## src/rtl/ysyx_25060170_mem_arbiter.sv

```systemverilog
// Two-master memory arbiter: IFU (master 0, read-only) and LSU (master 1, read/write)
// share one memory port, one outstanding transaction, round-robin grant, response watchdog.
module ysyx_25060170_mem_arbiter #(
    parameter int unsigned ADDR_W  = 32,
    parameter int unsigned DATA_W  = 32,
    parameter int unsigned TIMEOUT = 255
) (
    input  logic                clk,
    input  logic                rst,

    input  logic                if_req_valid,
    output logic                if_req_ready,
    input  logic [ADDR_W-1:0]   if_addr,
    output logic                if_resp_valid,
    output logic                if_resp_err,

    input  logic                ls_req_valid,
    output logic                ls_req_ready,
    input  logic [ADDR_W-1:0]   ls_addr,
    input  logic                ls_wen,
    input  logic [DATA_W-1:0]   ls_wdata,
    input  logic [DATA_W/8-1:0] ls_wmask,
    output logic                ls_resp_valid,
    output logic                ls_resp_err,

    output logic [DATA_W-1:0]   resp_rdata,

    output logic                s_req_valid,
    input  logic                s_req_ready,
    output logic [ADDR_W-1:0]   s_addr,
    output logic                s_wen,
    output logic [DATA_W-1:0]   s_wdata,
    output logic [DATA_W/8-1:0] s_wmask,
    input  logic                s_resp_valid,
    input  logic [DATA_W-1:0]   s_rdata
);

    localparam int unsigned MASK_W = DATA_W / 8;

    localparam logic [1:0] IDLE = 2'd0;
    localparam logic [1:0] REQ  = 2'd1;
    localparam logic [1:0] RESP = 2'd2;
    localparam logic [1:0] DONE = 2'd3;

    logic [1:0]        r_state;
    logic              r_last_grant;
    logic              r_owner;
    logic              r_err;
    logic [15:0]       r_cnt;
    logic [ADDR_W-1:0] r_addr;
    logic              r_wen;
    logic [DATA_W-1:0] r_wdata;
    logic [MASK_W-1:0] r_wmask;
    logic [DATA_W-1:0] r_rdata;

    logic              w_grant;
    logic              w_sel_ls;
    logic [16:0]       w_cnt_inc;
    logic              w_timeout;
    logic              w_busy;

    // Round-robin selection: on contention the master that did not win last time goes next.
    always_comb begin
        w_sel_ls = 1'b0;
        if (ls_req_valid && (!if_req_valid || (r_last_grant == 1'b0))) begin
            w_sel_ls = 1'b1;
        end else begin
            w_sel_ls = 1'b0;
        end
    end

    assign w_grant      = (r_state == IDLE) && (if_req_valid || ls_req_valid);
    assign if_req_ready = w_grant && !w_sel_ls;
    assign ls_req_ready = w_grant && w_sel_ls;

    // The watchdog fires on the edge where the counter would reach TIMEOUT.
    assign w_busy    = (r_state == REQ) || (r_state == RESP);
    assign w_cnt_inc = {1'b0, r_cnt} + 17'd1;
    assign w_timeout = w_busy && (w_cnt_inc >= 17'(TIMEOUT));

    // Transaction FSM, payload latch, watchdog counter and response capture.
    always_ff @(posedge clk or negedge rst) begin
        if (!rst) begin
            r_state      <= IDLE;
            r_last_grant <= 1'b0;
            r_owner      <= 1'b0;
            r_err        <= 1'b0;
            r_cnt        <= 16'd0;
            r_addr       <= '0;
            r_wen        <= 1'b0;
            r_wdata      <= '0;
            r_wmask      <= '0;
            r_rdata      <= '0;
        end else begin
            if (w_busy && (r_cnt != 16'hFFFF)) begin
                r_cnt <= r_cnt + 16'd1;
            end else begin
                r_cnt <= r_cnt;
            end
            case (r_state)
                IDLE: begin
                    if (w_grant) begin
                        r_owner      <= w_sel_ls;
                        r_last_grant <= w_sel_ls;
                        r_err        <= 1'b0;
                        r_cnt        <= 16'd0;
                        r_state      <= REQ;
                        if (w_sel_ls) begin
                            r_addr  <= ls_addr;
                            r_wen   <= ls_wen;
                            r_wdata <= ls_wdata;
                            r_wmask <= ls_wmask;
                        end else begin
                            r_addr  <= if_addr;
                            r_wen   <= 1'b0;
                            r_wdata <= '0;
                            r_wmask <= '0;
                        end
                    end else begin
                        r_state <= IDLE;
                    end
                end
                REQ: begin
                    if (w_timeout) begin
                        r_err   <= 1'b1;
                        r_rdata <= '0;
                        r_state <= DONE;
                    end else if (s_req_ready) begin
                        r_state <= RESP;
                    end else begin
                        r_state <= REQ;
                    end
                end
                RESP: begin
                    // A real response beats a watchdog expiry in the same cycle.
                    if (s_resp_valid) begin
                        r_err   <= 1'b0;
                        r_rdata <= s_rdata;
                        r_state <= DONE;
                    end else if (w_timeout) begin
                        r_err   <= 1'b1;
                        r_rdata <= '0;
                        r_state <= DONE;
                    end else begin
                        r_state <= RESP;
                    end
                end
                DONE: begin
                    r_state <= IDLE;
                end
                default: begin
                    r_state <= IDLE;
                end
            endcase
        end
    end

    assign s_req_valid   = (r_state == REQ);
    assign s_addr        = r_addr;
    assign s_wen         = r_wen;
    assign s_wdata       = r_wdata;
    assign s_wmask       = r_wmask;

    assign if_resp_valid = (r_state == DONE) && !r_owner;
    assign if_resp_err   = (r_state == DONE) && !r_owner && r_err;
    assign ls_resp_valid = (r_state == DONE) && r_owner;
    assign ls_resp_err   = (r_state == DONE) && r_owner && r_err;
    assign resp_rdata    = r_rdata;

endmodule

```

## config.mk

```make
export PLATFORM = sky130hd
export DESIGN_NAME = ysyx_25060170_mem_arbiter
export DESIGN_NICKNAME = d
export VERILOG_FILES = /design/src/rtl/ysyx_25060170_mem_arbiter.sv
export SDC_FILE = /design/constraint.sdc
export NUM_CORES = 1
export LEC_CHECK = 0
export CORE_AREA = 2 2 119 121
export CTS_BUF_LIST = sky130_fd_sc_hd__clkbuf_8
export CTS_CLUSTER_DIAMETER = 30
export DETAILED_ROUTE_END_ITERATION = 12
export DIE_AREA = 0 0 121 123
export HOLD_SLACK_MARGIN = 0.05
export PLACE_DENSITY = 0.85
export SETUP_SLACK_MARGIN = 0.02
export SLEW_MARGIN = 20
export SYNTH_ARGS = -nofsm -noshare
export SYNTH_HDL_FRONTEND = slang
export SYNTH_SLANG_ARGS = --single-unit
```

## constraint.sdc

```tcl
create_clock -name clk -period 2.9 [get_ports clk]
set_input_delay 0.725 -clock clk [delete_from_list [all_inputs] [get_ports clk]]
set_output_delay 0.725 -clock clk [all_outputs]
set_load 0.01 [all_outputs]
```

; Yosys cells after proc, flatten, opt, wreduce, memory -nomap -nowiden
; Cells that the tools add are included.
[word_totals]
register_bits = 121
inputBits = 139
out_inout_bits = 108
elab_cells = 60
[op_classes]
addsub = 2
order_cmp = 1
eq_ne = 5
muxes = 21
bitwise_logic = 1
n_reduce_logical = 21
[ops]
columns = cell, n
row1 = $mux W32, 4
row2 = $pmux W32 S2, 1
row3 = $mux W16, 3
row4 = $add A16 B1 Y17 const B, 1
row5 = $ge A17 B8 Y1 const B, 1
row6 = $add A16 B1 Y16 const B, 1
row7 = $ne A16 B16 Y1 const B, 1
row8 = $logic_and A1 B1 Y1, 10
row9 = $mux W1, 8
row10 = $pmux W2 S4, 1
row11 = $eq A2 B2 Y1 const B, 2
row12 = $mux W2, 2
row13 = $mux W4, 1
row14 = $reduce_and A2 Y1, 2
row15 = $logic_not A1 Y1, 3
row16 = $logic_or A1 B1 Y1, 3
row17 = $pmux W1 S3, 1
row18 = $reduce_bool A3 Y1, 1
row19 = $eq A2 B1 Y1 const B, 1
row20 = $logic_not A2 Y1, 1
row21 = $ne A2 B2 Y1 const B, 1
row22 = $reduce_bool A2 Y1, 1
row23 = $not A1 Y1, 1

; Longest topological paths before layout
; Gate-level depths: netlist of the first run.
[depth]
depth_word = 6
mapped_depth = 10
depth_no_buf = 8

; Worst setup path after synthesis of the first run
; Ideal clock, no wire load.
[synth_timing]
kind = register to output
start = reg r_state[0]
end = out ls_req_ready
t_arrival_ps = 1467
required_ps = 2175
path_slack_ps = 708
path_stages_with_launch = 6
n_path_buf = 1
path_cell_list = dfrtp_1 inv_1 ha_1 nand2_1 a21oi_1 clkbuf_1
[synth_between]
elab_chain_cells = 3
[synth_lines]
columns = element, line
row1 = "start, declared", 45  ; logic [1:0] r_state;
row2 = "start signal, assigned", 84  ; r_state <= IDLE;
row3 = "start signal, assigned", 107  ; r_state <= REQ;
row4 = "start signal, assigned", 120  ; r_state <= IDLE;
row5 = $logic_not A2 Y1, 72  ; assign w_grant = (r_state == IDLE) && (if_req_valid || ls_req_valid);
row6 = $logic_and A1 B1 Y1, 72
row7 = $logic_and A1 B1 Y1, 74  ; assign ls_req_ready = w_grant && w_sel_ls;
row8 = "end, declared", 18  ; output logic ls_req_ready,
; No other way between the ends.

==> results of run 1 <==
[per-stage QoR]
stage | instances | hold slack (ns)
CTS | 927 | 0.106
global route | 927 | 0.110
detailed placement | 897 | 0.473
global placement | 897 | 0.473
floorplan | 494 | 0.429
finish | 927 | 0.134
[power breakdown]
| part | switching (W) | total [W] | internal (W) |
|---|---|---|---|
| clock | 0.000667 | 0.00129 | 0.000623 |
| sequential | 0.000422 | 0.00269 | 0.00227 |
| combinational | 0.00182 | 0.00386 | 0.00204 |
| total | 0.00291 | 0.00784 | 0.00493 |
[cell type report]
cell class              instances  area [sq um]  share of cell area, %
flip-flops and latches        121          3030                   36.0
repair buffers                260          2600                   30.9
multi-input cells             298          2070                   24.6
clock buffers                  19           262                   3.11
well taps                     180           225                   2.68
inverters                      38           143                   1.70
clock inverters                11          77.6                  0.922
[cells in the mapped netlist, types with 2 or more instances]
master    count
a41o_1        2
o21ai_0       7
nor2b_1       3
o21ai_1      30
inv_1        37
buf_2         3
nand4_1       6
a22oi_1      35
or3_1         3
xor2_1       11
dfrtp_1     121
clkbuf_1     29
and3_1        2
ha_1          8
a22o_1       37
nand2b_1      3
a21oi_1       8
a21o_1        3
a222oi_1     32
buf_4         2
xnor2_1       3
mux2i_1       2
nor3_1        4
nor2_1       26
a31oi_1       2
nand2_1      48
nand3_1       8
and4_1        3
[flip-flops by register name, indices dropped and copies added (netlist names), named ones only]
name and flops:
resp_rdata 32, r_state 1, s_wen 1, r_owner 1, r_cnt 16, s_wdata 32, s_wmask 4, r_err 1
s_addr 32
[cell families (layout without fill, tap and decap cells)]
logic type | Yosys count | after routing
AOI/OAI and AO/OA | 160 | 160
xor gates and xnor gates | 14 | 14
adders and majority gates | 8 | 8
buffers and inverters | 75 | 328
DFF | 121 | 121
muxes | 2 | 2
and+or+nand+nor | 114 | 114
[routing by layer]
metal | global-route usage (%) | share of wire [%] | wire [um] | vias up
li1 | - | - | - | 2304
met1 | 25.7 | 39 | 6220 | 2455
met2 | 35.0 | 51 | 8040 | 239
met3 | 6.41 | 7.8 | 1230 | 25
met4 | 9.74 | 2.0 | 319 | 0
met5 | 0 | 0 | 0 | -
[worst max-delay path by stage]
| stage | endpoint | slack (ns) | cells past startpoint | start |
|---|---|---|---|---|
| 2_1_floorplan | ls_req_ready | 0.71 | 5 | r_state[0] |
| 3_3_place_gp | if_req_ready | 0.13 | 4 | if_req_valid |
| 3_5_place_dp | if_req_ready | 0.14 | 4 | if_req_valid |
| 4_1_cts | if_req_ready | 0.02 | 5 | r_state[0] |
| 5_1_grt | resp_rdata[30] | 0.14 | 8 | r_cnt[0] |
| 6_report | s_req_valid | 0.30 | 3 | flip-flop |
[timing repair]
| action | 4_1_cts | 5_1_grt |
|---|---|---|
| resized for setup | 1 | 2 |
| hold buffers | 0 | 0 |
| pin swaps | 0 | 0 |
| gates cloned | 0 | 0 |
| endpoints found under the setup margin | 1 | 2 |
==> results.md, run 1 <==
* Synth Flop Type: dfrtp_1
* Top cell type by total area after synthesis: dfrtp_1
* Worst-path cell chain: inv_1 > ha_1 > clkdlybuf4s50_1
* Pin count of the biggest net entering global routing at 71
* CORE AREA at 13,600 sq um
* Layout area overhead at 57.0%
* Worst Path Buf+Inv at 2
* Setup violators final at 0
* Vias per cell at 5.42
* Die area at 14,900 sq um
* Worst hold path type: input pin to async pin
* Worst slew margin at 51.6%
* PwrDens at 932 nW/um^2
* Crit path launch type: flip-flop
* CTS max path bufs at 2
* Synth Area in Compound Gates at 22.8%
* Lkg Pwr at 3.81 nW
* Peak VDD IR at 0.642 mV
* Initial DRC count at 356
* Drt wl/cell at 17.1 um
* Top-area cell type share of the netlist area at 56.5%
* Synthesized area at 5360 sq um
* Initial Utilization at 39.4%
* FF-to-FF End: resp_rdata[30]
* Yosys warns at 0
* Kind of critical path: flip-flop to output pin
* ANT nets after route at 0
* Register area share after synthesis at 56.5%
* TNS Setup at 0 ns
* Status: complete, no violations
* Mean post-synth cell area at 10.8 sq um
* Final hold vios at 0
* Post-DP HPWL at 11,300 um
* Fmax at 385 MHz
* Skew final at 0.00796 ns
* Tmin final at 2.60 ns
* Final nets at 883
* TritonCTS clock tree: done
* Root Buffer Master: clkbuf_8
* RSZ-0062 raised after global routing: false
* Diodes inserted at 0
* Synth Area in Adders at 1.87%
* Critical Path RT at 2.17 ns
* Pins Over Slew Limit at 0
* GRT Resource Usage Total at 21.2%
* Clock transition at path regs at 0.07 ns
* Pre-Repair DR Iteration Count at 7
* Clock Sinks at 121
* Syn nets at 641
* Max Cap Violations at 0
* Final core occ at 61.8%
* Post-synth ARST share at 100%
* Worst-margin pin slew at 0.724 ns
* Critical-path maximum fanout at 6
* R2r startpoint: r_cnt[0]
* Yosys cell types at 44
* Crit path DAT at 1.87 ns
* Fraction of synthesized area in multiplexers at 0.374%
* Number of global-route vias before repair at 5,058
* Port Buffers at 246
* Number of flops mapped to enable cells by yosys at 0
* Setup crit end kind: output pin
* Initial antenna violation count at 0
* Critical path's largest stage delay at 0.61 ns
* Final Wtd Congestion at 0.926
* Die outline width at 121 um
* Critical-path top delay cell: clkdlybuf4s50_1
* FF-to-FF setup slack at 0.34 ns
* First-pass GRT wire length at 24,900 um
* Most common cell after layout, fill and taps aside: clkdlybuf4s50_1
* Synth top area cells: dfrtp_1 57%, a22o_1 6.0%, a222oi_1 6.0%
* Family with the most delay on the worst path: buffers and inverters
* Die height at 123 um
* Pre-CTS setup slack at 0.144 ns
* Most frequent cells in the layout: 243 x clkdlybuf4s50_1, 121 x dfrtp_1, 48 x nand2_1
* Main combinational cell family by area after synthesis: compound AO/OA/AOI/OAI gates
* # DRC at 0
* Filler Cells Inserted at 1,064
* Vias after detailed routing at 5,023
* Final Instance Area at 8410 sq um
* Row count at 43
* R2R depth at 7
* Post-Syn Instances at 494
* GRT overflow at 0
* DP Area at 8050 sq um
* Period utilization at 89.5%
* Simple logic cell fraction of the synthesized area at 10.5%
* #FFs+latches synth at 121
* Setup ws final at 0.304 ns
* WL final at 15,800 um
* XOR/XNOR Fraction of Synth Area at 2.29%
* Share of post-route cells with drive strength above 1 at 7.50%
* Cts bufs inserted at 17
* Ports at 247
* Total Power at 0.00784 W
* CTS H-tree lvls at 4
* Worst-skew pair later-pin latency at 0.43 ns
* Post-CTS Setup Inserts at 0
No activity file was read; power rests on OpenSTA's default activity.
==> run 2, diff against run 1 <==
- CORE_AREA: 2 2 119 121 -> 2 2 125 127
- DIE_AREA: 0 0 121 123 -> 0 0 127 129
- PLACE_DENSITY: 0.85 -> 0.79
==> results.md, run 2 (synthesized netlist as in run 1, its figures left out) <==
* GRT Resource Usage Total at 19.6% (-1.6 points)
* Tmin final at 2.62 ns (+0.0271 ns)
* Crit path DAT at 1.90 ns (+0.03 ns)
* Post-DP HPWL at 11,400 um (+0.19%)
* Sw frac at 36.2% (-0.87 points)
* Storage cell area at 3030 sq um (unchanged)
* Max Cap Violations at 0 (unchanged)
* TNS Setup at 0 ns (unchanged)
* Pre-Repair DR Iteration Count at 10 (+3)
* Total Power at 0.00801 W (+2.1%)
* Peak VDD IR at 0.487 mV (-24%)
* WL final at 15,600 um (-1.4%)
* WL met2 at 7850 um (-2.5%)
* Cts bufs inserted at 17 (unchanged)
* Worst slew margin at 52.7% (+1.1 points)
* TritonCTS clock tree: done
* Worst-skew pair later-pin latency at 0.43 ns (about the same)
* Initial DRC count at 453 (+27%)
* First-pass GRT wire length at 25,400 um (+2.1%)
* Die height at 129 um (+4.9%)
* PwrDens at 947 nW/um^2 (+1.5%)
* FF-to-FF End: resp_rdata[27]
* Net Sw Power at 0.00290 W (-0.27%)
* Vias per cell at 5.28 (-2.5%)
* Final core occ at 56.5% (-5.3 points)
* Final hold vios at 0 (unchanged)
* Diodes inserted at 0 (unchanged)
* Int Power at 0.00511 W (+3.5%)
* Most common cell after layout, fill and taps aside: clkdlybuf4s50_1
* Critical Path RT at 2.17 ns (about the same)
* M1 wire length at 6390 um (+2.7%)
* Vias after detailed routing at 4,954 (-1.4%)
* Pin count of the biggest net entering global routing at 74 (+4.2%)
* Clock share of power at 18.5% (+2.1 points)
* Filler Cells Inserted at 1,255 (+18%)
* Setup ws final at 0.276 ns (-0.0271 ns)
* Post-CTS Setup Inserts at 0 (unchanged)
* Die area at 16,400 sq um (+10%)
* Ports at 247 (unchanged)
* Metal3 WL at 1050 um (-15%)
* Area of the multi-input gates at 2060 sq um (-0.66%)
* CORE AREA at 15,000 sq um (+10%)
* Clock transition at path regs at 0.08 ns (about the same)
* # DRC at 0 (unchanged)
* Pins Over Slew Limit at 0 (unchanged)
* Layout area overhead at 57.9%
* Crit path launch type: flip-flop
* Root Buffer Master: clkbuf_8
* Pre-CTS setup slack at 0.0396 ns (-0.105 ns)
* R2r startpoint: r_cnt[2]
* Fmax at 381 MHz (-1.0%)
* CTS max path bufs at 2 (unchanged)
* Lkg Pwr at 3.85 nW (+1.2%)
* Setup crit end kind: output pin
* Kind of critical path: flip-flop to output pin
* Drt wl/cell at 16.6 um (-2.5%)
* Row count at 45 (+4.7%)
* Worst hold path type: input pin to async pin
* Initial antenna violation count at 0 (unchanged)
* Final Wtd Congestion at 0.878 (-5.1%)
* RSZ-0062 raised after global routing: false
* CTS H-tree lvls at 4 (unchanged)
* Share of post-route cells with drive strength above 1 at 7.47% (-0.030 points)
* ANT nets after route at 0 (unchanged)
* Status: complete, no violations
* Hold_buf cts at 0 (unchanged)
* Worst setup startpoint: r_state[0]
* Final nets at 884 (+0.11%)
* Die outline width at 127 um (+5.0%)
* GRT overflow at 0 (unchanged)
* Initial Utilization at 35.8% (-3.6 points)
* Number of global-route vias before repair at 5,110 (+1.0%)
* Skew final at 0.0158 ns (+0.00788 ns)
* R2R depth at 7 (unchanged)
* Worst-margin pin slew at 0.710 ns (-0.0140 ns)
* Critical-path maximum fanout at 7 (+1)
* FF-to-FF setup slack at 0.41 ns (+0.07 ns)
* Setup violators final at 0 (unchanged)
* Clock Sinks at 121 (unchanged)
* Most frequent cells in the layout: 243 x clkdlybuf4s50_1, 121 x dfrtp_1, 48 x nand2_1
* Max Used Layer: met4
* Port Buffers at 246 (unchanged)
* Comb pwr share at 47.8% (-1.4 points)
* Seq pwr share at 33.7% (-0.6 points)
* Worst setup path end: ls_req_ready
* Period utilization at 90.5% (+0.93 points)
-- run 2: changes by cell type in the layout (fill, tap and decap cells not counted), moves of 2 or more --
cell / previous run / this run
clkinvlp_4: 5 / 2
inv_6: 1 / 3
bufinv_16: 0 / 2
clkinv_4: 2 / 4
-- run 2: cell type report --
cell class                      count  share of cell area (%)
Clock buffer                       18                    2.93
Clock inverter                     14                    1.76
Inverter                           38                    1.69
Multi-Input combinational cell    298                    24.3
Sequential cell                   121                    35.8
Tap cell                          188                    2.78
Timing Repair Buffer              261                    30.7
-- run 2: metrics by stage --
step	instance area [sq um]	hold slack, ns	cells
4_1_cts	8460	0.238	938
6_report	8460	0.257	938
5_1_grt	8460	0.272	938
2_1_floorplan	5360	0.429	494
3_3_place_gp	8060	0.470	906
3_5_place_dp	8060	0.477	906
-- run 2: power groups by stage --
stage	logic, W	clock network, W	registers, W
2_1_floorplan	0.00179	0	0.00287
3_3_place_gp	0.00377	0	0.00269
3_5_place_dp	0.00388	0	0.00270
6_report	0.00383	0.00148	0.00270
4_1_cts	0.00388	0.00155	0.00269
5_1_grt	0.00420	0.00162	0.00278
-- run 2: per-layer routing --
layer,vias up,GRT usage (%)
met2,215,33.1
met5,-,0
met1,2404,23.8
met4,0,7.18
met3,31,6.15
li1,2304,-
-- run 2: worst max-delay path, cell delays in order (launching register included) --
cell	delay, ns
dfrtp_1	0.46
inv_1	0.14
ha_2	0.25
nand2_1	0.11
a21oi_4	0.13
dlygate4sd2_1	0.39
-- run 2: how the worst min path moves through the flow --
stage	start	to	slack, ns	cells past startpoint
after global routing	rst	r_cnt[9]	0.27	1
final	rst	r_cnt[9]	0.26	1
after global placement	s_addr[19]	s_addr[19]	0.47	2
after CTS	rst	r_cnt[9]	0.24	1
after detailed placement	s_addr[17]	s_addr[17]	0.48	2
after floorplan	rst	async pin	0.43	0
-- run 2: what timing repair did --
action	4_1_cts	5_1_grt
cloned	0	0
resized for setup	2	1
setup endpoints to repair	2	1
==> run 3, diff against run 2 <==
- ABC_AREA: default -> 1
- CORE_AREA: 2 2 125 127 -> 2 2 130 132
- DIE_AREA: 0 0 127 129 -> 0 0 132 134
- PLACE_DENSITY: 0.79 -> 0.77
==> results.md, run 3 <==
* Synth top area cells: dfrtp_1 53%, nand2_1 12%, nand3_1 6.9%
* Die height at 134 um (+3.9%)
* Pins Over Slew Limit at 0 (unchanged)
* #FFs+latches synth at 121 (unchanged)
* Yosys warns at 0 (unchanged)
* Crit path DAT at 2.04 ns (+0.14 ns)
* Status: complete, no violations
* Hold_buf cts at 0 (unchanged)
* Synth Flop Type: dfrtp_1
* Post-Syn Instances at 677 (+37%)
* Peak VDD IR at 0.884 mV (+82%)
* Worst-path cell chain: inv_1 > ha_2 > inv_1 > nor2_4 > clkdlybuf4s50_1
* Cts bufs inserted at 17 (unchanged)
* CTS H-tree lvls at 4 (unchanged)
* Pre-CTS setup slack at 0.0887 ns (+0.0491 ns)
* Layout area overhead at 53.5%
* Synth Area in Compound Gates at 13.3% (-9.6 points)
* Clock share of power at 15.7% (-2.8 points)
* Initial DRC count at 257 (-43%)
* Lkg Pwr at 3.87 nW (+0.42%)
* Max Cap Violations at 0 (unchanged)
* WL final at 17,300 um (+11%)
* Share of post-route cells with drive strength above 1 at 6.72% (-0.75 points)
* Fmax at 362 MHz (-5.1%)
* Pin count of the biggest net entering global routing at 88 (+19%)
* Sw frac at 39.9% (+3.7 points)
* GRT Resource Usage Total at 19.8% (+0.24 points)
* Worst slew margin at 41.2% (-11 points)
* Post-CTS Resized at 0 (-2)
* Int Power at 0.00581 W (+14%)
* Tmin final at 2.77 ns (+0.142 ns)
* Worst path most repeated cell: inv_1
* Critical-path top delay cell: clkdlybuf4s50_1
* Initial Utilization at 35.2% (-0.54 points)
* Setup ws final at 0.135 ns (-0.142 ns)
* Most common cell after layout, fill and taps aside: clkdlybuf4s50_1
* Synth top cells by count: 178 x nand2_1, 121 x dfrtp_1, 90 x nor2_1
* Yosys cell types at 31 (-30%)
* Skew final at 0.0152 ns (-0.000601 ns)
* Root Buffer Master: clkbuf_8
* Period utilization at 95.4% (+4.9 points)
* Initial antenna violation count at 0 (unchanged)
* Drt wl/cell at 15.1 um (-9.1%)
* Vias after detailed routing at 5,634 (+14%)
* Die area at 17,700 sq um (+8.0%)
* Ports at 247 (unchanged)
* Comb pwr share at 52.1% (+4.3 points)
* Final hold vios at 0 (unchanged)
* Most frequent cells in the layout: 244 x clkdlybuf4s50_1, 177 x nand2_1, 121 x dfrtp_1
* Seq pwr share at 32.1% (-1.6 points)
* Filler Cells Inserted at 1,483 (+18%)
* First-pass GRT wire length at 28,100 um (+11%)
* Simple logic cell fraction of the synthesized area at 26.6% (+16 points)
* RSZ-0062 raised after global routing: false
* Worst Path Buf+Inv at 3 (+1)
* Fraction of synthesized area in multiplexers at 0% (-0.37 points)
* Register area share after synthesis at 52.8% (-3.8 points)
* XOR/XNOR Fraction of Synth Area at 0.458% (-1.8 points)
* Critical path's largest stage delay at 0.54 ns (+0.08 ns)
* CORE AREA at 16,300 sq um (+8.8%)
* Synth Area in Adders at 1.74% (-0.12 points)
* Clock Sinks at 121 (unchanged)
* Pre-Repair DR Iteration Count at 5 (-5)
* Post-synth ARST share at 100% (unchanged)
* Family with the most delay on the worst path: buffers and inverters
* Final Wtd Congestion at 0.868 (-1.2%)
* Critical-path maximum fanout at 6 (-1)
* Critical Path RT at 2.17 ns (about the same)
* # DRC at 0 (unchanged)
* Crit path launch type: flip-flop
* Kind of critical path: flip-flop to output pin
* Worst-margin pin slew at 0.882 ns (+0.172 ns)
* Net Sw Power at 0.00386 W (+33%)
* Post-CTS Setup Inserts at 0 (unchanged)
* Post-DP HPWL at 12,200 um (+7.5%)
* Diodes inserted at 0 (unchanged)
* Number of flops mapped to enable cells by yosys at 0 (unchanged)
* Port Buffers at 246 (unchanged)
* TNS Setup at 0 ns (unchanged)
* Vias per cell at 4.93 (-6.7%)
* Row count at 47 (+4.4%)
* Number of global-route vias before repair at 5,633 (+10%)
* ANT nets after route at 0 (unchanged)
* Setup crit end kind: output pin
* Top cell type by total area after synthesis: dfrtp_1
* Clock transition at path regs at 0.07 ns (about the same)
* Final nets at 1,059 (+20%)
* Die outline width at 132 um (+3.9%)
* Most frequent cell after synthesis: nand2_1
* Top-area cell type share of the netlist area at 52.8% (-3.8 points)
* Main combinational cell family by area after synthesis: simple AND/OR/NAND/NOR gates
* Final core occ at 54.1% (-2.4 points)
* Synthesized area at 5740 sq um (+7.1%)
* Worst-skew pair later-pin latency at 0.44 ns (about the same)
* Hold_ws at 0.300 ns (+0.0430 ns)
* Mean post-synth cell area at 8.48 sq um (-22%)
* Total Power at 0.00968 W (+21%)
* Syn nets at 824 (+29%)
* TritonCTS clock tree: done
* CTS max path bufs at 2 (unchanged)
* Worst hold path type: input pin to async pin
* GRT overflow at 0 (unchanged)
* PwrDens at 1100 nW/um^2 (+16%)
* Setup violators final at 0 (unchanged)
-- run 3: power by group through the flow --
stage                     logic [W]  registers (W)  clock network [W]
final                       0.00504        0.00311            0.00152
after global routing        0.00556        0.00323            0.00164
after CTS                   0.00510        0.00311            0.00156
after detailed placement    0.00510        0.00312                  0
after global placement      0.00498        0.00310                  0
after floorplan             0.00251        0.00338                  0
-- run 3: worst reg2reg max path, cell delays in order (launching register included) --
cell,delay [ns]
dfrtp_1,0.41
ha_1,0.24
nand2_1,0.07
nor2_1,0.26
nand3_1,0.12
nand2_1,0.10
nand3_1,0.12
nor2_4,0.15
nand3_4,0.12
inv_4,0.27
a31oi_1,0.15
nor2_1,0.11
-- run 3: logic make-up after synthesis --
logic type | count (synthesis)
XOR/XNOR | 3
buffers and inverters | 70
adder cells (fa/ha/maj) | 8
AO/OA/AOI/OAI | 113
flip-flops | 121
AND/OR/NAND/NOR | 362
-- run 3: through the flow --
stage	instances	cell area (sq um)
6_report	1143	8810
5_1_grt	1143	8810
4_1_cts	1143	8810
3_5_place_dp	1113	8410
3_3_place_gp	1113	8410
2_1_floorplan	677	5740
-- run 3: final cells by class --
cell class | count | area [sq um] | area share, %
timing repair buffer | 259 | 2570 | 29.2
tap | 220 | 275 | 3.12
multi-input combinational | 486 | 2430 | 27.6
clock buffer | 20 | 275 | 3.12
clock inverter | 10 | 120 | 1.36
inverter | 27 | 104 | 1.18
sequential | 121 | 3030 | 34.4
-- run 3: path summary, 6_finish.rpt --
kind | slack [ns] | end | depth (start not counted) | from
worst min register to register | 0.49 | s_addr[5] | 2 | s_addr[5]
worst max register to register | 0.72 | resp_rdata[25] | 11 | r_cnt[0]
min in group clk | 0.49 | s_addr[5] | 2 | s_addr[5]
worst min-delay path | 0.30 | resp_rdata[19] | 1 | rst
worst max-delay path | 0.13 | ls_req_ready | 5 | r_state[0]
max in group asynchronous | 1.81 | s_addr[28] | 2 | rst
-- run 3: per-layer routing --
metal	vias up	GRT usage (%)	share of wire, %	wire length [um]
li1	2743	-	-	-
met1	2650	24.2	41	7170
met2	220	32.7	48	8250
met3	21	7.11	8.9	1540
met4	0	6.76	1.9	320
met5	-	0	0	0
